===== src/rtl/muldiv_pkg.sv =====
// Shared definitions for the RV32M multiply/divide unit.
//   XLEN, RADDR_W : operand/result width and register address width
//   F3_*          : funct3 opcodes (MUL..REMU)
//   state_t       : FSM state encoding
package muldiv_pkg;
  localparam int XLEN    = 32;
  localparam int RADDR_W = 5;

  localparam logic [2:0] F3_MUL    = 3'd0;
  localparam logic [2:0] F3_MULH   = 3'd1;
  localparam logic [2:0] F3_MULHSU = 3'd2;
  localparam logic [2:0] F3_MULHU  = 3'd3;
  localparam logic [2:0] F3_DIV    = 3'd4;
  localparam logic [2:0] F3_DIVU   = 3'd5;
  localparam logic [2:0] F3_REM    = 3'd6;
  localparam logic [2:0] F3_REMU   = 3'd7;

  typedef enum logic [1:0] {
    S_IDLE = 2'd0,
    S_CALC = 2'd1,
    S_FIN  = 2'd2
  } state_t;

  function automatic logic is_div_op(input logic [2:0] f3);
    return f3[2];
  endfunction
endpackage


===== src/rtl/muldiv_if.sv =====
// Execute-stage request / writeback bundle for muldiv_unit.
//   master : issues start/kill/funct3/operands/rd_addr, observes status and result
//   slave  : the unit; returns busy/done/result/rd_out/we_out
interface muldiv_if;
  import muldiv_pkg::*;

  logic               start;
  logic               kill;
  logic [2:0]         funct3;
  logic [XLEN-1:0]    rs1_val;
  logic [XLEN-1:0]    rs2_val;
  logic [RADDR_W-1:0] rd_addr;
  logic               busy;
  logic               done;
  logic [XLEN-1:0]    result;
  logic [RADDR_W-1:0] rd_out;
  logic               we_out;

  modport master (
    output start, kill, funct3, rs1_val, rs2_val, rd_addr,
    input  busy, done, result, rd_out, we_out
  );

  modport slave (
    input  start, kill, funct3, rs1_val, rs2_val, rd_addr,
    output busy, done, result, rd_out, we_out
  );
endinterface


===== src/rtl/muldiv_iter_core.sv =====
// Radix-2 iteration datapath: 64-bit accumulator plus the latched
// multiplicand/divisor, advanced one shift-add or shift-subtract per step.
//   clk, rst   : clock, async active-high reset
//   load       : capture load_lo into acc[31:0] (acc[63:32] cleared) and load_opnd
//   step       : perform one iteration
//   div_mode   : 1 = restoring divide step, 0 = shift-add multiply step
//   acc        : multiply -> {hi,lo} product; divide -> {remainder, quotient}
module muldiv_iter_core
  import muldiv_pkg::*;
(
  input  logic              clk,
  input  logic              rst,
  input  logic              load,
  input  logic              step,
  input  logic              div_mode,
  input  logic [XLEN-1:0]   load_lo,
  input  logic [XLEN-1:0]   load_opnd,
  output logic [2*XLEN-1:0] acc
);
  logic [XLEN-1:0]   opnd;
  logic [XLEN:0]     add_sum;
  logic [XLEN:0]     rem_sh;
  logic [XLEN:0]     diff;
  logic [2*XLEN-1:0] acc_nxt;

  always_comb begin
    // Multiply: add multiplicand into the high half when the low bit is set,
    // then shift the whole 65-bit value right.
    add_sum = {1'b0, acc[2*XLEN-1:XLEN]} + (acc[0] ? {1'b0, opnd} : '0);
    // Divide: shift {rem,quot} left; the partial remainder needs 33 bits
    // because it can reach twice the divisor before the trial subtract.
    rem_sh  = acc[2*XLEN-1:XLEN-1];
    diff    = rem_sh - {1'b0, opnd};
    if (div_mode) begin
      if (diff[XLEN]) acc_nxt = {rem_sh[XLEN-1:0], acc[XLEN-2:0], 1'b0};
      else            acc_nxt = {diff[XLEN-1:0], acc[XLEN-2:0], 1'b1};
    end else begin
      acc_nxt = {add_sum, acc[XLEN-1:1]};
    end
  end

  always_ff @(posedge clk or posedge rst) begin
    if (rst) begin
      acc  <= '0;
      opnd <= '0;
    end else if (load) begin
      acc  <= {{XLEN{1'b0}}, load_lo};
      opnd <= load_opnd;
    end else if (step) begin
      acc  <= acc_nxt;
    end
  end
endmodule


===== src/rtl/muldiv_unit.sv =====
// Iterative RV32M multiply/divide unit (one op in flight, 33-cycle latency,
// divide-by-zero and signed-overflow resolved in 1 iteration-free pass).
//   clk, rst : clock, async active-high reset
//   bus      : muldiv_if.slave (start/kill/funct3/rs1_val/rs2_val/rd_addr in,
//              busy/done/result/rd_out/we_out out, all outputs registered)
//
// state  | meaning
// S_IDLE | waiting for start; busy=0
// S_CALC | 32 radix-2 iterations, cnt 0..31
// S_FIN  | sign fix-up, register result, pulse done
module muldiv_unit
  import muldiv_pkg::*;
(
  input logic     clk,
  input logic     rst,
  muldiv_if.slave bus
);
  state_t             state;
  logic [4:0]         cnt;
  logic [2:0]         op;
  logic [RADDR_W-1:0] rd_q;
  logic               neg_q;
  logic               neg_r;
  logic               fast_q;
  logic [XLEN-1:0]    fast_val;

  logic               sgn_a, sgn_b, neg_a, neg_b;
  logic [XLEN-1:0]    mag_a, mag_b;
  logic               in_div, div_zero, div_ovf, fast_in, accept;
  logic [XLEN-1:0]    fast_res;
  logic [2*XLEN-1:0]  acc;
  logic [2*XLEN-1:0]  prod;
  logic [XLEN-1:0]    quot, rem, fix_res;

  assign sgn_a    = (bus.funct3 != F3_MULHU) && (bus.funct3 != F3_DIVU) && (bus.funct3 != F3_REMU);
  assign sgn_b    = sgn_a && (bus.funct3 != F3_MULHSU);
  assign neg_a    = sgn_a & bus.rs1_val[XLEN-1];
  assign neg_b    = sgn_b & bus.rs2_val[XLEN-1];
  assign mag_a    = neg_a ? -bus.rs1_val : bus.rs1_val;
  assign mag_b    = neg_b ? -bus.rs2_val : bus.rs2_val;
  assign in_div   = is_div_op(bus.funct3);
  assign div_zero = in_div && (bus.rs2_val == '0);
  assign div_ovf  = ((bus.funct3 == F3_DIV) || (bus.funct3 == F3_REM)) &&
                    (bus.rs1_val == {1'b1, {(XLEN-1){1'b0}}}) && (bus.rs2_val == '1);
  assign fast_in  = div_zero || div_ovf;
  // funct3[1] separates REM/REMU from DIV/DIVU
  assign fast_res = div_zero ? (bus.funct3[1] ? bus.rs1_val : '1)
                             : (bus.funct3[1] ? '0 : {1'b1, {(XLEN-1){1'b0}}});
  assign accept   = (state == S_IDLE) && bus.start && !bus.kill;

  muldiv_iter_core u_core (
    .clk       (clk),
    .rst       (rst),
    .load      (accept && !fast_in),
    .step      ((state == S_CALC) && !bus.kill),
    .div_mode  (op[2]),
    .load_lo   (in_div ? mag_a : mag_b),
    .load_opnd (in_div ? mag_b : mag_a),
    .acc       (acc)
  );

  assign prod = neg_q ? -acc : acc;
  assign quot = neg_q ? -acc[XLEN-1:0] : acc[XLEN-1:0];
  assign rem  = neg_r ? -acc[2*XLEN-1:XLEN] : acc[2*XLEN-1:XLEN];

  always_comb begin
    fix_res = prod[XLEN-1:0];
    case (op)
      F3_MULH, F3_MULHSU, F3_MULHU: fix_res = prod[2*XLEN-1:XLEN];
      F3_DIV, F3_DIVU:              fix_res = quot;
      F3_REM, F3_REMU:              fix_res = rem;
      default:                      fix_res = prod[XLEN-1:0];
    endcase
  end

  always_ff @(posedge clk or posedge rst) begin
    if (rst) begin
      state      <= S_IDLE;
      cnt        <= '0;
      op         <= '0;
      rd_q       <= '0;
      neg_q      <= 1'b0;
      neg_r      <= 1'b0;
      fast_q     <= 1'b0;
      fast_val   <= '0;
      bus.busy   <= 1'b0;
      bus.done   <= 1'b0;
      bus.we_out <= 1'b0;
      bus.result <= '0;
      bus.rd_out <= '0;
    end else begin
      bus.done   <= 1'b0;
      bus.we_out <= 1'b0;
      case (state)
        S_IDLE: begin
          if (accept) begin
            op       <= bus.funct3;
            rd_q     <= bus.rd_addr;
            neg_q    <= neg_a ^ neg_b;
            neg_r    <= neg_a;
            fast_q   <= fast_in;
            fast_val <= fast_res;
            cnt      <= '0;
            bus.busy <= 1'b1;
            state    <= fast_in ? S_FIN : S_CALC;
          end
        end
        S_CALC: begin
          if (bus.kill) begin
            state    <= S_IDLE;
            cnt      <= '0;
            bus.busy <= 1'b0;
          end else begin
            cnt <= cnt + 5'd1;
            if (cnt == 5'd31) state <= S_FIN;
          end
        end
        S_FIN: begin
          state    <= S_IDLE;
          cnt      <= '0;
          bus.busy <= 1'b0;
          if (!bus.kill) begin
            bus.result <= fast_q ? fast_val : fix_res;
            bus.rd_out <= rd_q;
            bus.done   <= 1'b1;
            bus.we_out <= (rd_q != '0);
          end
        end
        default: begin
          state    <= S_IDLE;
          bus.busy <= 1'b0;
        end
      endcase
    end
  end
endmodule


===== src/flat_wrapper.sv =====
// flat-port wrapper written by rule: the top's interface ports become plain ports
module muldiv_unit_flat import muldiv_pkg::*;
  (clk, rst, bus_start, bus_kill, bus_funct3, bus_rs1_val, bus_rs2_val, bus_rd_addr, bus_busy, bus_done, bus_result, bus_rd_out, bus_we_out);
  muldiv_if bus_i ();
  input logic clk;
  input logic rst;
  input wire logic [$bits(bus_i.start)-1:0] bus_start;
  input wire logic [$bits(bus_i.kill)-1:0] bus_kill;
  input wire logic [$bits(bus_i.funct3)-1:0] bus_funct3;
  input wire logic [$bits(bus_i.rs1_val)-1:0] bus_rs1_val;
  input wire logic [$bits(bus_i.rs2_val)-1:0] bus_rs2_val;
  input wire logic [$bits(bus_i.rd_addr)-1:0] bus_rd_addr;
  output wire logic [$bits(bus_i.busy)-1:0] bus_busy;
  output wire logic [$bits(bus_i.done)-1:0] bus_done;
  output wire logic [$bits(bus_i.result)-1:0] bus_result;
  output wire logic [$bits(bus_i.rd_out)-1:0] bus_rd_out;
  output wire logic [$bits(bus_i.we_out)-1:0] bus_we_out;
  assign bus_i.start = bus_start;
  assign bus_i.kill = bus_kill;
  assign bus_i.funct3 = bus_funct3;
  assign bus_i.rs1_val = bus_rs1_val;
  assign bus_i.rs2_val = bus_rs2_val;
  assign bus_i.rd_addr = bus_rd_addr;
  assign bus_busy = bus_i.busy;
  assign bus_done = bus_i.done;
  assign bus_result = bus_i.result;
  assign bus_rd_out = bus_i.rd_out;
  assign bus_we_out = bus_i.we_out;
  muldiv_unit u_core (.clk(clk), .rst(rst), .bus(bus_i));
endmodule

===== config.mk =====
export PLATFORM = sky130hd
export DESIGN_NAME = muldiv_unit_flat
export DESIGN_NICKNAME = d
export VERILOG_FILES = /design/src/rtl/muldiv_pkg.sv /design/src/rtl/muldiv_if.sv /design/src/rtl/muldiv_iter_core.sv /design/src/rtl/muldiv_unit.sv /design/src/flat_wrapper.sv
export SDC_FILE = /design/constraint.sdc
export NUM_CORES = 1
export LEC_CHECK = 0
export BUFFER_PORTS_ARGS = -buffer_cell sky130_fd_sc_hd__buf_2
export CAP_MARGIN = 20
export CORE_ASPECT_RATIO = 0.8
export CORE_UTILIZATION = 60
export CTS_CLUSTER_SIZE = 28
export DETAILED_ROUTE_END_ITERATION = 8
export GPL_TIMING_DRIVEN = 0
export PLACE_DENSITY = 0.79
export SETUP_SLACK_MARGIN = 0.15
export SYNTH_ARGS = -nofsm -noshare
export SYNTH_HDL_FRONTEND = slang
export SYNTH_HIERARCHICAL = 1
export SYNTH_SLANG_ARGS = --single-unit

===== constraint.sdc =====
create_clock -name clk -period 5.1 [get_ports clk]
set_clock_uncertainty 0.2 [all_clocks]
set_input_delay 1.275 -clock clk [delete_from_list [all_inputs] [get_ports clk]]
set_output_delay 1.275 -clock clk [all_outputs]
set_load 0.05 [all_outputs]

==> results_dict.tcl <==
set metrics [dict create \
    dieWidth_um 191.1 \
    viasPerCell 7.141 \
    final_cell_mix "nand2_1 (290), o21ai_0 (252), dfrtp_1 (186)" \
    antenna_found_initial 1 \
    htreeDepth 4 \
    fmax_ghz 0.2024 \
    place_ws_ns -1.434 \
    cts_tree "done" \
    ff2ff_setup_slack_ns 0.16 \
    cp_slowest_cell "dfrtp_1" \
    place_hpwl_um 54640 \
    ctsRootBufferMaster "clkbuf_16" \
    crit_path_end_kind "register" \
    slew_headroom 0.3178 \
    rr_worst_depth 13 \
    async_reset_ff_frac 1.000 \
    die_area_um2 29300 \
    cts_hold_buf 0 \
    synth_top_area_frac 0.2711 \
    synth_ff_type "dfrtp_1" \
    grt_use_total 0.4755 \
    mostFrequentLayoutCell "nand2_1" \
    p_leak_nw 8.172 \
    clock_latency_ns 0.45 \
    worst-path-max-fanout 11 \
    crit_chain "clkbuf_1 -> and2_1 -> ha_1 -> nor2b_1 -> o31a_1 -> o311ai_1 -> a31oi_2 -> o211ai_1 -> a31oi_1 -> o21a_1 -> a21oi_1 -> nor2_1 -> a211o_1" \
    worstMarginPinSlew_ns 1.014 \
    num_rows 54 \
    synth_cell_types 90 \
    synth_edf_count 0 \
    period_minus_slack_ns 4.940 \
    routabilityCongestion 1.074 \
    drt_pass1_iterations 9 \
    ys_seq_area_frac 0.2711 \
    rsz0062_at_grt "no" \
    synth_warnings 6 \
    final_max_slew_viol_count 0 \
    min_path_type "reg -> reg" \
    crit_end "u_core/u_core/acc[63]$_DFFE_PP0P_" \
    ir_drop_mv 0.3466 \
    grt_pass1_wl_um 105400 \
    setup_viol 0 \
    synthCells 2216 \
    grt_overflow 0 \
    clkSlewWorstSetupHoldPaths_ns 0.07 \
    area_growth_pct 10.79 \
    vias 19550 \
    finalWorstSetupSlack_ns 0.1598 \
    drt-total-wl_um 70320 \
    synth_top_cells_by_area "dfrtp_1 (27%), o21ai_0 (7.3%), nand2_1 (6.4%), ha_1 (5.2%), mux2i_1 (5.1%)" \
    power.density_nw_per_um2 425.8 \
    wl_per_cell_um 25.68 \
    cap_viol_max_count 0 \
    hold_depth 2 \
    hold_viol 0 \
    fin_crit_sh 0.9687 \
    critPathMaxStageDelay_ns 0.73 \
    cts_buffers 17 \
    yosys_register_bits 186 \
    dieHeight_um 153.3 \
    initial_utilization 0.6198 \
    cp-start-kind "register" \
    worstSetupPathType "reg -> reg" \
    ant_nets 0 \
    worst_ep_arrival_time_ns 5.07 \
    coreArea_um2 27700 \
    required_ns 5.23 \
    power.total_mw 8.101 \
    grt_pass1_vias 17610 \
    place_inst 2697 \
    startpoint "u_core/u_core/acc[0]$_DFFE_PP0P_" \
    final.setup.tns_ns 0 \
    clock_path_buffers 2 \
    grt_max_degree 69 \
    num_io_pins 116 \
    r2r_start "u_core/u_core/acc[0]$_DFFE_PP0P_" \
    cts_sinks 186 \
    first_iter_violations 3272 \
    final_net_count 2510 \
    avgSynthCellArea_um2 7.748 \
    r2r_end "u_core/u_core/acc[63]$_DFFE_PP0P_" \
    status "finished clean" \
    mappedNetlistArea_um2 17170 \
    yosys.area.top_type "dfrtp_1" \
    drive_above_1_share 0.09987 \
    final_cells 2738 \
    numPortBuffers 112 \
    drc 0 \
    syn_nets 2365 \
]
## state kept, by name, indices dropped and copies added (netlist names)
name and cells:
u_core/cnt 5, u_core/fast_q 1, u_core/bus.rd_out 5, u_core/bus.result 32, u_core/rd_q 5, u_core/neg_q 1
u_core/fast_val 32, u_core/u_core/acc 64, u_core/bus.done 1, u_core/u_core/opnd 32, u_core/bus.busy 1, u_core/state 2
u_core/neg_r 1, u_core/bus.we_out 1, u_core/op 3
## worst min path at each step
stage / from / to
floorplan: u_core/fast_val[18]$_DFFE_PP0P_ / u_core/fast_val[18]$_DFFE_PP0P_
global placement: u_core/bus.rd_out[0]$_DFFE_PP0P_ / u_core/bus.rd_out[0]$_DFFE_PP0P_
detailed placement: u_core/bus.rd_out[0]$_DFFE_PP0P_ / u_core/bus.rd_out[0]$_DFFE_PP0P_
CTS: u_core/bus.rd_out[0]$_DFFE_PP0P_ / u_core/bus.rd_out[0]$_DFFE_PP0P_
global route: u_core/bus.rd_out[2]$_DFFE_PP0P_ / u_core/bus.rd_out[2]$_DFFE_PP0P_
finish: u_core/bus.rd_out[0]$_DFFE_PP0P_ / u_core/bus.rd_out[0]$_DFFE_PP0P_
## stage by stage
step | cell area, µm² | hold slack [ns] | utilization
6_report | 19020 | 0.2754 | 0.6867
5_1_grt | 19020 | 0.2977 | 0.6866
4_1_cts | 18950 | 0.2766 | 0.6840
3_5_place_dp | 18260 | 0.2580 | 0.6591
3_3_place_gp | 18190 | 0.2563 | 0.6565
2_1_floorplan | 17170 | 0.2403 | -
## per-layer routing
metal	vias to the layer above	wire length (µm)	GRT usage
li1	8378	-	-
met1	9229	27930	0.6811
met2	1659	27090	0.6258
met3	285	11870	0.1947
met4	2	3366	0.1833
met5	-	60	0
## layout make-up
type | instances | area [µm²]
well taps | 364 | 455.4
diodes | 1 | 2.502
clock buffers | 17 | 425.4
fillers | 2372 | 8678
plain buffers | 143 | 615.6
flip-flops and latches | 186 | 4654
repair buffers | 126 | 696.9
clock inverters | 14 | 156.4
inverters | 75 | 286.5
multi-input cells | 1812 | 11730
## synthesized netlist by cell type, types with 8 or more instances
cell type / count
o22ai_1: 11
xor2_1: 83
a21oi_1: 151
xnor2_1: 83
nand4_1: 28
o41ai_1: 14
o31a_1: 8
nor2_1: 141
o21ai_0: 252
nand2b_1: 19
or4_1: 25
clkbuf_1: 120
inv_1: 73
o21a_1: 11
nor2b_1: 37
a21o_1: 25
a22oi_1: 10
a221oi_1: 10
o31ai_1: 47
mux2_2: 11
o21bai_1: 9
nand3_1: 28
mux2i_1: 88
o221ai_1: 9
and2_1: 35
nor3_1: 40
nor4_1: 33
nand2_1: 291
or3_1: 42
and3_1: 14
a31oi_1: 23
a211oi_1: 25
buf_1: 9
o211ai_1: 17
ha_1: 71
dfrtp_1: 186
## repair_timing
| action | in CTS | in global routing |
|---|---|---|
| resized for setup | 27 | 10 |
| setup endpoints to repair | 96 | 88 |
| pin swaps | 3 | 3 |
| buffers inserted | 3 | 5 |
## kinds of logic (layout without fill, tap and decap cells)
kind of cell	after synthesis	count (layout)	synth area share
AO/OA/AOI/OAI	700	700	0.2591
buffers and inverters	218	375	0.05043
other	0	1	0
multiplexers	99	99	0.05851
adder cells (fa/ha/maj)	73	73	0.05407
XOR/XNOR	166	166	0.08468
AND/OR/NAND/NOR	774	774	0.2222
flip-flops	186	186	0.2711
## report_power, final
group	leakage (nW)	internal [mW]	switching, mW	total, mW
sequential	2.43	1.70	0.516	2.21
clock	0.279	0.693	0.678	1.37
combinational	5.46	1.60	2.92	4.52
## critical path, delay by kind of cell (launching register included)
family | cells | cell delay (ns)
AO/OA/AOI/OAI | 8 | 2.53
adder cells (fa/ha/maj) | 1 | 0.29
buffers and inverters | 1 | 0.56
flip-flops | 1 | 0.73
AND/OR/NAND/NOR | 3 | 0.50
Note: power is estimated with default switching activity, not from simulation.
